==> config.mk <==
export PLATFORM = sky130hd
export DESIGN_NAME = instruction_fetch_unit
export DESIGN_NICKNAME = d
export VERILOG_FILES = /design/src/rtl/instruction_fetch_unit_pkg.sv /design/src/rtl/instruction_fetch_unit_pc_register.sv /design/src/rtl/instruction_fetch_unit.sv
export SDC_FILE = /design/constraint.sdc
export NUM_CORES = 1
export LEC_CHECK = 0
export CAP_MARGIN = 20
export CORE_UTILIZATION = 38
export DETAILED_ROUTE_END_ITERATION = 16
export PLACE_DENSITY = 0.74
export SLEW_MARGIN = 30
export SYNTH_ARGS = -nofsm -noshare
export SYNTH_HDL_FRONTEND = slang
export SYNTH_SLANG_ARGS = --single-unit
==> constraint.sdc <==
create_clock -name CLK -period 3 [get_ports CLK]
set_clock_uncertainty 0.05 [all_clocks]
set_input_delay 0.6 -clock CLK [delete_from_list [all_inputs] [get_ports CLK]]
set_output_delay 0.6 -clock CLK [all_outputs]
set_load 0.01 [all_outputs]
==> src/rtl/instruction_fetch_unit_pkg.sv <==
// Shared definitions for the fetch stage: word width, reset PC, PC step
// and the fetch FSM state encoding.
package instruction_fetch_unit_pkg;

    localparam int          WORD_W   = 16;
    localparam logic [15:0] RESET_PC = 16'h0000;
    localparam logic [15:0] PC_STEP  = 16'd2;

    typedef enum logic [1:0] {
        ST_RESET   = 2'd0,
        ST_FETCH   = 2'd1,
        ST_READY   = 2'd2,
        ST_DELIVER = 2'd3
    } ifu_state_e;

endpackage

==> src/rtl/instruction_fetch_unit_pc_register.sv <==
// Program counter: sync reset, parallel load, and increment by a fixed step.
// Priority is reset > load > increment; arithmetic wraps modulo 2^16.
module pc_register
    import instruction_fetch_unit_pkg::*;
#(
    parameter logic [WORD_W-1:0] RESET_VAL = RESET_PC,
    parameter logic [WORD_W-1:0] STEP      = PC_STEP
) (
    input  logic              CLK,
    input  logic              rst_i,
    input  logic              load_i,
    input  logic [WORD_W-1:0] load_val_i,
    input  logic              inc_i,
    output logic [WORD_W-1:0] pc_o
);

    logic [WORD_W-1:0] pc_q;

    // PC update: reset wins, then redirect load, then sequential step
    always_ff @(posedge CLK) begin
        if (rst_i)       pc_q <= RESET_VAL;
        else if (load_i) pc_q <= load_val_i;
        else if (inc_i)  pc_q <= pc_q + STEP;
    end

    assign pc_o = pc_q;

endmodule

==> src/rtl/instruction_fetch_unit.sv <==
// Instruction fetch unit: one outstanding memory read at a time, captures the
// returned word, and strobes it into the IR once downstream is not stalled.
// Optional feature macro: IFU_ALIGN_CHECK_EN (odd redirect targets park the
// unit and raise a sticky out_Misaligned flag until reset).
module instruction_fetch_unit
    import instruction_fetch_unit_pkg::*;
(
    input  logic              CLK,
    input  logic              in_Reset,
    input  logic              in_Stall,
    input  logic              in_PCWrite,
    input  logic [WORD_W-1:0] in_PCTarget,
    input  logic [WORD_W-1:0] in_MemData,
    input  logic              in_MemValid,
    output logic              out_MemReq,
    output logic [WORD_W-1:0] out_MemAddr,
    output logic [WORD_W-1:0] out_Inst,
    output logic              out_IRWrite,
    output logic [WORD_W-1:0] out_PC,
    output logic [WORD_W-1:0] out_PCNext
`ifdef IFU_ALIGN_CHECK_EN
    ,
    output logic              out_Misaligned
`endif
);

    ifu_state_e        state_q, state_d;
    logic [WORD_W-1:0] pc;
    logic [WORD_W-1:0] target;
    logic              redirect;
    logic              capture;
    logic              pc_inc;
    logic              park_set;
    logic              parked;
    logic              mem_req_q, ir_write_q;
    logic [WORD_W-1:0] inst_q, pc_out_q;

    // Redirects are ignored while in RESET; in every other state they win.
    assign redirect = in_PCWrite && (state_q != ST_RESET);
    assign capture  = (state_q == ST_FETCH) && in_MemValid && !redirect;
    assign pc_inc   = (state_q == ST_DELIVER) && !redirect;

`ifdef IFU_ALIGN_CHECK_EN
    logic misaligned_q;

    assign target   = in_PCTarget;
    assign park_set = redirect && in_PCTarget[0];
    assign parked   = misaligned_q;

    // Sticky misalignment flag, only cleared by reset
    always_ff @(posedge CLK) begin
        if (in_Reset)      misaligned_q <= 1'b0;
        else if (park_set) misaligned_q <= 1'b1;
    end

    assign out_Misaligned = misaligned_q;
`else
    // Without the check, odd targets are silently aligned down.
    assign target   = {in_PCTarget[WORD_W-1:1], 1'b0};
    assign park_set = 1'b0;
    assign parked   = 1'b0;
`endif

    pc_register #(
        .RESET_VAL (RESET_PC),
        .STEP      (PC_STEP)
    ) u_pc (
        .CLK        (CLK),
        .rst_i      (in_Reset),
        .load_i     (redirect),
        .load_val_i (target),
        .inc_i      (pc_inc),
        .pc_o       (pc)
    );

    // Next-state logic; a redirect overrides the normal sequence
    always_comb begin
        state_d = state_q;
        case (state_q)
            ST_RESET:   state_d = parked ? ST_RESET : ST_FETCH;
            ST_FETCH:   if (in_MemValid) state_d = ST_READY;
            ST_READY:   if (!in_Stall) state_d = ST_DELIVER;
            ST_DELIVER: state_d = ST_FETCH;
            default:    state_d = ST_RESET;
        endcase
        if (redirect) state_d = park_set ? ST_RESET : ST_FETCH;
    end

    // State register
    always_ff @(posedge CLK) begin
        if (in_Reset) state_q <= ST_RESET;
        else          state_q <= state_d;
    end

    // Registered outputs are decoded from the next state so they line up with it
    always_ff @(posedge CLK) begin
        if (in_Reset) begin
            mem_req_q  <= 1'b0;
            ir_write_q <= 1'b0;
            inst_q     <= '0;
            pc_out_q   <= RESET_PC;
        end else begin
            mem_req_q  <= (state_d == ST_FETCH);
            ir_write_q <= (state_d == ST_DELIVER);
            if (capture) begin
                inst_q   <= in_MemData;
                pc_out_q <= pc;
            end
        end
    end

    assign out_MemReq  = mem_req_q;
    assign out_MemAddr = pc;
    assign out_Inst    = inst_q;
    assign out_IRWrite = ir_write_q;
    assign out_PC      = pc_out_q;
    assign out_PCNext  = pc_out_q + PC_STEP;

endmodule

==> results of run 1 <==
-- routing by layer --
layer  vias to the layer above  global-route usage [%]
met5                         -                       0
met3                         6                    3.98
li1                       1166                       -
met4                         0                    5.54
met2                        58                    31.3
met1                      1029                    23.5
-- repair_timing --
item,4_1_cts,5_1_grt
resized for setup,0,3
buffers inserted,0,0
setup endpoints to repair,0,5
hold buffers,0,0
-- synth_stat cells (all sizes together) --
cell type and n:
nand2 70, dfxtp 50, a21oi 34, nor2 20, clkbuf 14, xnor2 14
a211oi 12, xor2 10, nand3 9, nand4 9, ha 7, inv 6
buf 4, nor3 4, a311oi 3, and2 3, and3 3, nor2b 3
o21ai 3, and4 2, nand2b 2, or3 2, conb 1, mux2i 1
nor4b 1, o221ai 1, o41ai 1, or4b 1
-- sequential cells by signal, summed over array words and instances, names as in the netlist --
| signal | flops |
|---|---|
| out_IRWrite | 1 |
| out_Inst | 16 |
| out_MemReq | 1 |
| out_PC | 15 |
| state_q | 2 |
| u_pc.pc_o | 15 |
-- cell type report --
| type | instances | area (um^2) |
|---|---|---|
| clock inverters | 2 | 12.5 |
| multi-input cells | 218 | 1250 |
| flip-flops and latches | 50 | 1000 |
| clock buffers | 6 | 82.6 |
| inverters | 6 | 22.5 |
| repair buffers | 102 | 1010 |
| well taps | 75 | 93.8 |
| fillers | 543 | 2450 |
-- critical path, delay by kind of cell, from the launching register on --
family,cells,cell delay (ns)
DFF,1,0.45
buffers and inverters,1,0.55
and+or+nand+nor,3,0.75
xor gates and xnor gates,1,0.16
-- power groups by stage --
stage,registers (mW),clock network [mW],logic (mW)
2_1_floorplan,0.954,0,0.349
3_3_place_gp,0.927,0,0.734
3_5_place_dp,0.934,0,0.750
4_1_cts,0.920,0.416,0.754
5_1_grt,0.940,0.451,0.814
6_report,0.920,0.404,0.750
-- final timing paths --
check	from	end	slack, ns	cells past startpoint
worst max register to register	state_q[1]$_SDFF_PP0_	u_pc.pc_o[14]$_SDFFE_PP0P_	1.03	5
worst min-delay path	out_Inst[8]$_SDFFE_PP0P_	out_Inst[8]$_SDFFE_PP0P_	0.41	2
worst min register to register	out_Inst[8]$_SDFFE_PP0P_	out_Inst[8]$_SDFFE_PP0P_	0.41	2
worst max-delay path	out_PC[5]$_SDFFE_PP0P_	out_PCNext[14]	0.14	5
-- through the flow --
step / cell area, um^2 / std cells / total power, mW / setup WS (ns) / utilization (%)
final: 3470 / 459 / 2.07 / 0.141 / 58.6
after global routing: 3470 / 459 / 2.21 / -0.0144 / 58.6
after CTS: 3460 / 459 / 2.09 / 0.00943 / 58.4
after detailed placement: 3360 / 451 / 1.68 / 0.341 / 56.8
after global placement: 3360 / 451 / 1.66 / 0.419 / 56.8
after floorplan: 2340 / 292 / 1.30 / 0.933 / -
-- kinds of logic (layout without fill, tap and decap cells) --
group / Yosys count / in the layout / synth area share [%]
AND/OR/NAND/NOR: 129 / 129 / 25.7
AO/OA/AOI/OAI: 54 / 54 / 13.7
flip-flops: 50 / 50 / 42.9
XOR/XNOR: 24 / 24 / 9.02
buffers and inverters: 24 / 116 / 4.35
adder cells (fa/ha/maj): 7 / 7 / 3.76
other: 1 / 3 / 0.161
multiplexers: 1 / 1 / 0.429
-- cells in the final DEF (no fill, tap or decap), types with 6 or more instances in the layout --
| master | count |
|---|---|
| clkdlybuf4s50_1 | 97 |
| nand2_1 | 70 |
| dfxtp_1 | 50 |
| a21oi_1 | 34 |
| nor2_1 | 20 |
| xnor2_1 | 14 |
| a211oi_1 | 12 |
| xor2_1 | 10 |
| nand4_1 | 8 |
| nand3_1 | 8 |
| ha_1 | 7 |
| inv_1 | 6 |
| clkbuf_8 | 6 |
==> metrics, run 1 <==
Pins Over Slew Limit 0; met1 WL 2770 um; share of layout cells above drive strength 1 5.21%; final hold vios 0; clk sinks 50; sequential group share of total power 44.4%; metal2 WL 2860 um; Synth Register Bits 50; via count 2259; pwr/cell area 598 mW/mm^2; DRC errors left 0; outcome finished clean; DR iter-0 viols 126; Initial Util 39.4%; Reg clk slew, reported paths 0.09 ns; Port Buffer Count 98; Vias per Instance 4.92; CP arrival 2.21 ns; hold_ws 0.409 ns; Period minus WS final 2.86 ns; row cnt 28; Die Ht 80.3 um; GR Overflow Total 0; TritonRoute pass-1 iters 4; NetSw 0.717 mW; worst endpoint required time 2.35 ns; VDD IR max 0.309 mV; final setup vio count 0; Max Cap Violations 0; Comb power frac 36.2%; fin crit share 95.3%; first-pass GRT wire length 9280 um; Die ar. 0.00645 mm^2; Final nets 427; sw frac 34.6%; crit-path cells nand4_1 > nor3_4 > nand4_1 > xnor2_1 > clkdlybuf4s50_1; register area share after synthesis 42.9%; Clock power frac 19.5%; area delta synth->final 48.8%; routability cong. 0.831; leakage 1.22 nW; Root Driver clkbuf_8; Syn Std Cell Area 0.00233 mm^2; largest stage delay on the critical path 0.55 ns; slowest CP cell clkdlybuf4s50_1; Max Fclk 0.350 GHz; CTS tree done; Setup CP Type flip-flop to output port; Worst Hold Class flip-flop to flip-flop; remaining antenna violation count 0; YS warnings 0; Syn Area/Cell 8.04 um^2; Worst Setup End Kind output port; CTS Buf Count 5; H-tree levels 2; most area-consuming cells after synthesis dfxtp_1 (43%), nand2_1 (11%), a21oi_1 (7.3%); Pint 1.36 mW; Most common cell on crit path nand4_1; DPL Wire Length 4430 um; top-area cell type share of the netlist area 42.9%; TNS Setup 0 ns; highest routed layer met4; core box area 0.00592 mm^2; worst skew pair latency 0.30 ns; buffer depth of the longest clock path 2; post-synth top area cell dfxtp_1; All-Layer GR Usage 18.5%; pin count of the biggest net entering global routing 32; initial antenna violation count 0; DIE WIDTH 80.3 um; CP max FO 6; I/O pin total 103; Post-Route WL 5960 um; CP Launch Type flip-flop; met3 WL post-DR 264 um; RSZ-0062 raised after global routing yes; Syn Inst Count 290; vias in the first global route 2012; Synth cell types 34; wire per inst 13.0 um; ANT cells 0
Note: power is estimated with default switching activity, not from simulation.
==> inputs of run 2 (changes only) <==
Settings changed: PLACE_DENSITY 0.74 to 0.77.
Clock period 3 ns to 2.6 ns, I/O delays scaled along.
==> metrics, run 2 (synthesized netlist as in run 1, its figures left out) <==
Setup CP Type flip-flop to output port; Max Fclk 0.392 GHz; Max Cap Violations 0; Clock power frac 18.9%; core box area 0.00592 mm^2; CP arrival 1.98 ns; GR Overflow Total 0; largest stage delay on the critical path 0.55 ns; DIE WIDTH 80.3 um; worst skew pair latency 0.30 ns; DRC errors left 0; cts hold-fix bufs 0; vias in the first global route 1939; Comb power frac 36.3%; row cnt 28; routability cong. 0.793; Root Driver clkbuf_8; RSZ-0062 raised after global routing yes; share of layout cells above drive strength 1 7.69%; Die ar. 0.00645 mm^2; Final nets 433; sequential group share of total power 44.8%; VDD IR max 0.367 mV; Reg2Reg Setup Slack 0.63 ns; post-placement cell area 0.00341 mm^2; DR iter-0 viols 90; fin crit share 98.1%; DPL Wire Length 4410 um; Layout fillers 559; final hold vios 0; TritonRoute pass-1 iters 4; commonest cells after routing, fill and taps aside clkdlybuf4s50_1 (95), nand2_1 (70), dfxtp_1 (46), a21oi_1 (34), nor2_1 (20); final setup vio count 0; Vias per Instance 4.89; outcome finished clean; Worst Setup End Kind output port; CP Launch Type flip-flop; NetSw 0.823 mW; CTS tree done; buffer depth of the longest clock path 2; most common cell after layout, fill and taps aside clkdlybuf4s50_1; pin count of the biggest net entering global routing 32; Pins Over Slew Limit 0; Reg clk slew, reported paths 0.09 ns; wire per inst 12.6 um; crit-path cells nand2_1 > nor3_2 > nand4_1 > xnor2_1 > clkdlybuf4s50_1; I/O pin total 103; ANT cells 0; Port Buffer Count 98; Post-Route WL 5860 um; leakage 1.27 nW; via count 2275; Pint 1.55 mW; All-Layer GR Usage 18.0%; sw frac 34.7%; Worst Hold Class flip-flop to flip-flop; pwr/cell area 674 mW/mm^2; first-pass GRT wire length 9200 um; slowest CP cell clkdlybuf4s50_1; CTS Buf Count 5; worst endpoint required time 2.03 ns; remaining antenna violation count 0; initial antenna violation count 0; max reg flops 16; CP max FO 5; Period minus WS final 2.55 ns; Die Ht 80.3 um; Finished Cell Area 0.00352 mm^2; clk sinks 50; area delta synth->final 50.9%; TNS Setup 0 ns; Initial Util 39.4%; H-tree levels 2
## run 2: cell types whose count changed in the layout (fill, tap and decap cells not counted), sizes merged
cell / before / now
buf: 5 / 10
clkbuf: 6 / 5
clkdlybuf4s50: 97 / 95
clkinv: 1 / 2
dlygate4sd2: 0 / 1
dlymetal6s2s: 0 / 2
## run 2: area by class of cell
class                      instances  area, um^2  area share [%]
tap                               75        93.8            2.67
clock inverter                     3        21.3           0.605
inverter                           6        22.5           0.640
multi-input combinational        218        1240            35.4
clock buffer                       5        68.8            1.96
sequential                        50        1010            28.6
timing repair buffer             108        1060            30.1
## run 2: metrics by stage
step / power [mW] / cells / hold WS, ns / setup WS (ns) / utilization, %
global route: 2.52 / 465 / 0.432 / -0.0644 / 59.4
CTS: 2.39 / 465 / 0.410 / 0.0114 / 59.3
floorplan: 1.50 / 292 / 0.431 / 0.613 / -
finish: 2.37 / 465 / 0.408 / 0.0484 / 59.4
detailed placement: 1.94 / 457 / 0.397 / 0.164 / 57.6
global placement: 1.92 / 457 / 0.391 / 0.206 / 57.6
## run 2: final timing paths
kind	end	cells past startpoint	from
worst max-delay path	out_PCNext[14]	5	out_PC[9]$_SDFFE_PP0P_
worst min-delay path	out_Inst[7]$_SDFFE_PP0P_	2	out_Inst[7]$_SDFFE_PP0P_
worst max register to register	u_pc.pc_o[14]$_SDFFE_PP0P_	5	state_q[1]$_SDFF_PP0_
worst min register to register	out_Inst[7]$_SDFFE_PP0P_	2	out_Inst[7]$_SDFFE_PP0P_
## run 2: routing by layer
layer	routed length, um	vias up	GRT usage (%)
met5	0	-	0
met4	94	0	6.61
met3	243	7	1.93
met2	2790	61	28.9
met1	2730	1028	24.7
li1	-	1179	-
## run 2: power by group through the flow
| stage | clock network [mW] | registers [mW] | logic, mW |
|---|---|---|---|
| after detailed placement | 0 | 1.08 | 0.868 |
| after global placement | 0 | 1.07 | 0.851 |
| after floorplan | 0 | 1.10 | 0.402 |
| after global routing | 0.483 | 1.08 | 0.951 |
| final | 0.448 | 1.06 | 0.862 |
| after CTS | 0.463 | 1.06 | 0.872 |
## run 2: critical path: cells and delay by family (launching register included)
kind	cells	cell delay (ns)
XOR/XNOR	1	0.16
AND/OR/NAND/NOR	3	0.55
buffers and inverters	1	0.55
flip-flops	1	0.43
## run 2: timing repair
action,in CTS,in global routing
pin swaps,1,0
buffers inserted,0,0
endpoints found under the setup margin,8,6
gates resized for setup,5,5
==> inputs of run 3 (changes only) <==
Settings changed: CORE_ASPECT_RATIO set to 0.7, SLEW_MARGIN 30 to 20.
==> metrics, run 3 (synthesized netlist as in run 1, its figures left out) <==
core box area 0.00581 mm^2; Setup CP Type flip-flop to output port; GR Overflow Total 0; initial antenna violation count 0; DR iter-0 viols 89; H-tree levels 2; Post-Route WL 6130 um; pin count of the biggest net entering global routing 32; TritonRoute pass-1 iters 6; CP max FO 5; Placed Instances 458; Hold EP out_Inst[11]$_SDFFE_PP0P_; most common cell after layout, fill and taps aside clkdlybuf4s50_1; CP Launch Type flip-flop; FF-to-FF End u_pc.pc_o[15]$_SDFFE_PP0P_; first-pass GRT wire length 9750 um; fin crit share 95.5%; Worst Hold Launch out_Inst[11]$_SDFFE_PP0P_; ANT cells 0; R2R depth 5; area delta synth->final 51.7%; Reg clk slew, reported paths 0.09 ns; max reg flops 16; I/O pin total 103; outcome finished clean; final setup vio count 0; remaining antenna violation count 0; Worst R2R Start state_q[1]$_SDFF_PP0_; Reg2Reg Setup Slack 0.62 ns; Setup WS pre-CTS 0.142 ns; Die ar. 0.00646 mm^2; Root Driver clkbuf_8; Finished Layout Cells 466; DIE WIDTH 95.6 um; cts hold-fix bufs 0; row cnt 23; Worst Hold Class flip-flop to flip-flop; worst skew pair latency 0.30 ns; final hold vios 0; Max Cap Violations 0; pwr/cell area 676 mW/mm^2; Worst Setup End Kind output port; DPL Wire Length 4590 um; wire per inst 13.2 um; CTS Buf Count 5; Max Fclk 0.403 GHz; Post-CTS Setup Bufs 0; vias in the first global route 2125; VDD IR max 0.358 mV; commonest cells after routing, fill and taps aside clkdlybuf4s50_1 (90), nand2_1 (70), dfxtp_1 (44), a21oi_1 (34), nor2_1 (20); Worst-Margin Slew 0.590 ns; TNS Setup 0 ns; leakage 1.35 nW; Slew HR 60.7%; Die Ht 67.5 um; hold path depth 2; CP arrival 1.91 ns; clk sinks 50; CTS tree done; RSZ-0062 raised after global routing no; Period minus WS final 2.48 ns; Pins Over Slew Limit 0; worst endpoint required time 2.03 ns; Port Buffer Count 98; DRC errors left 0; buffer depth of the longest clock path 2; Vias per Instance 4.92; routability cong. 0.839; All-Layer GR Usage 19.9%; Layout fillers 539; min setup slack post-route 0.118 ns; via count 2292; Initial Util 40.1%; Final nets 434; share of layout cells above drive strength 1 8.70%
## run 3: cell types whose count changed in the layout (fill, tap and decap cells not counted)
cell	delta
clkdlybuf4s50_1	-5
nor3_4	+1
nor3_1	-1
clkbuf_8	+1
clkbuf_1	+1
dlymetal6s2s_1	+2
buf_2	+1
dlygate4sd2_1	+2
clkinvlp_4	-1
buf_4	+1
clkinv_4	-1
dfxtp_2	+2
dfxtp_1	-2
## run 3: critical path, stage by stage, from the launching register on
cell and delay (ns):
dfxtp_2 0.37, ha_1 0.20, and2_2 0.21, nand4_1 0.13
xnor2_1 0.16, clkdlybuf4s50_1 0.55
## run 3: how the worst max path moves through the flow
stage | start | endpoint | slack [ns] | depth (start not counted)
after CTS | out_PC[6]$_SDFFE_PP0P_ | out_PCNext[10] | 0.03 | 5
final | out_PC[2]$_SDFFE_PP0P_ | out_PCNext[7] | 0.12 | 5
after global placement | out_PC[6]$_SDFFE_PP0P_ | out_PCNext[14] | 0.23 | 5
after floorplan | out_PC[4]$_SDFFE_PP0P_ | out_PCNext[14] | 0.61 | 4
after global routing | out_PC[2]$_SDFFE_PP0P_ | out_PCNext[7] | 0.02 | 5
after detailed placement | out_PC[2]$_SDFFE_PP0P_ | out_PCNext[11] | 0.14 | 6
## run 3: layer usage
metal | track usage [%] | part of all wire, % | vias up
li1 | - | - | 1176
met1 | 24.7 | 44 | 1023
met2 | 32.1 | 45 | 89
met3 | 7.88 | 10 | 4
met4 | 5.60 | 0.64 | 0
met5 | 0 | 0 | -
## run 3: what timing repair did
| item | CTS | global route |
|---|---|---|
| pin swaps | 0 | 2 |
| endpoints found under the setup margin | 9 | 5 |
| hold endpoints to repair | 0 | 0 |
| resized for setup | 9 | 9 |
## run 3: stage by stage
| stage | area, um^2 | hold slack (ns) | total power, mW | util (%) |
|---|---|---|---|---|
| after floorplan | 2340 | 0.431 | 1.50 | - |
| after global placement | 3410 | 0.390 | 1.93 | 58.7 |
| after detailed placement | 3410 | 0.398 | 1.95 | 58.7 |
| after CTS | 3510 | 0.412 | 2.42 | 60.4 |
| after global routing | 3540 | 0.434 | 2.55 | 60.8 |
| final | 3540 | 0.409 | 2.39 | 60.8 |
## run 3: final cells by class
cell class	count	area, um^2	area share (%)
Multi-Input combinational cell	218	1260	35.5
Inverter	6	22.5	0.637
Clock inverter	1	5.00	0.141
Timing Repair Buffer	109	1060	30.1
Clock buffer	7	86.3	2.44
Tap cell	75	93.8	2.65
Sequential cell	50	1010	28.5
## run 3: power breakdown
part	leakage [nW]	internal (mW)	switching (mW)
combinational	0.888	0.455	0.411
clock	0.0482	0.215	0.245
sequential	0.410	0.903	0.160
total	1.35	1.57	0.817
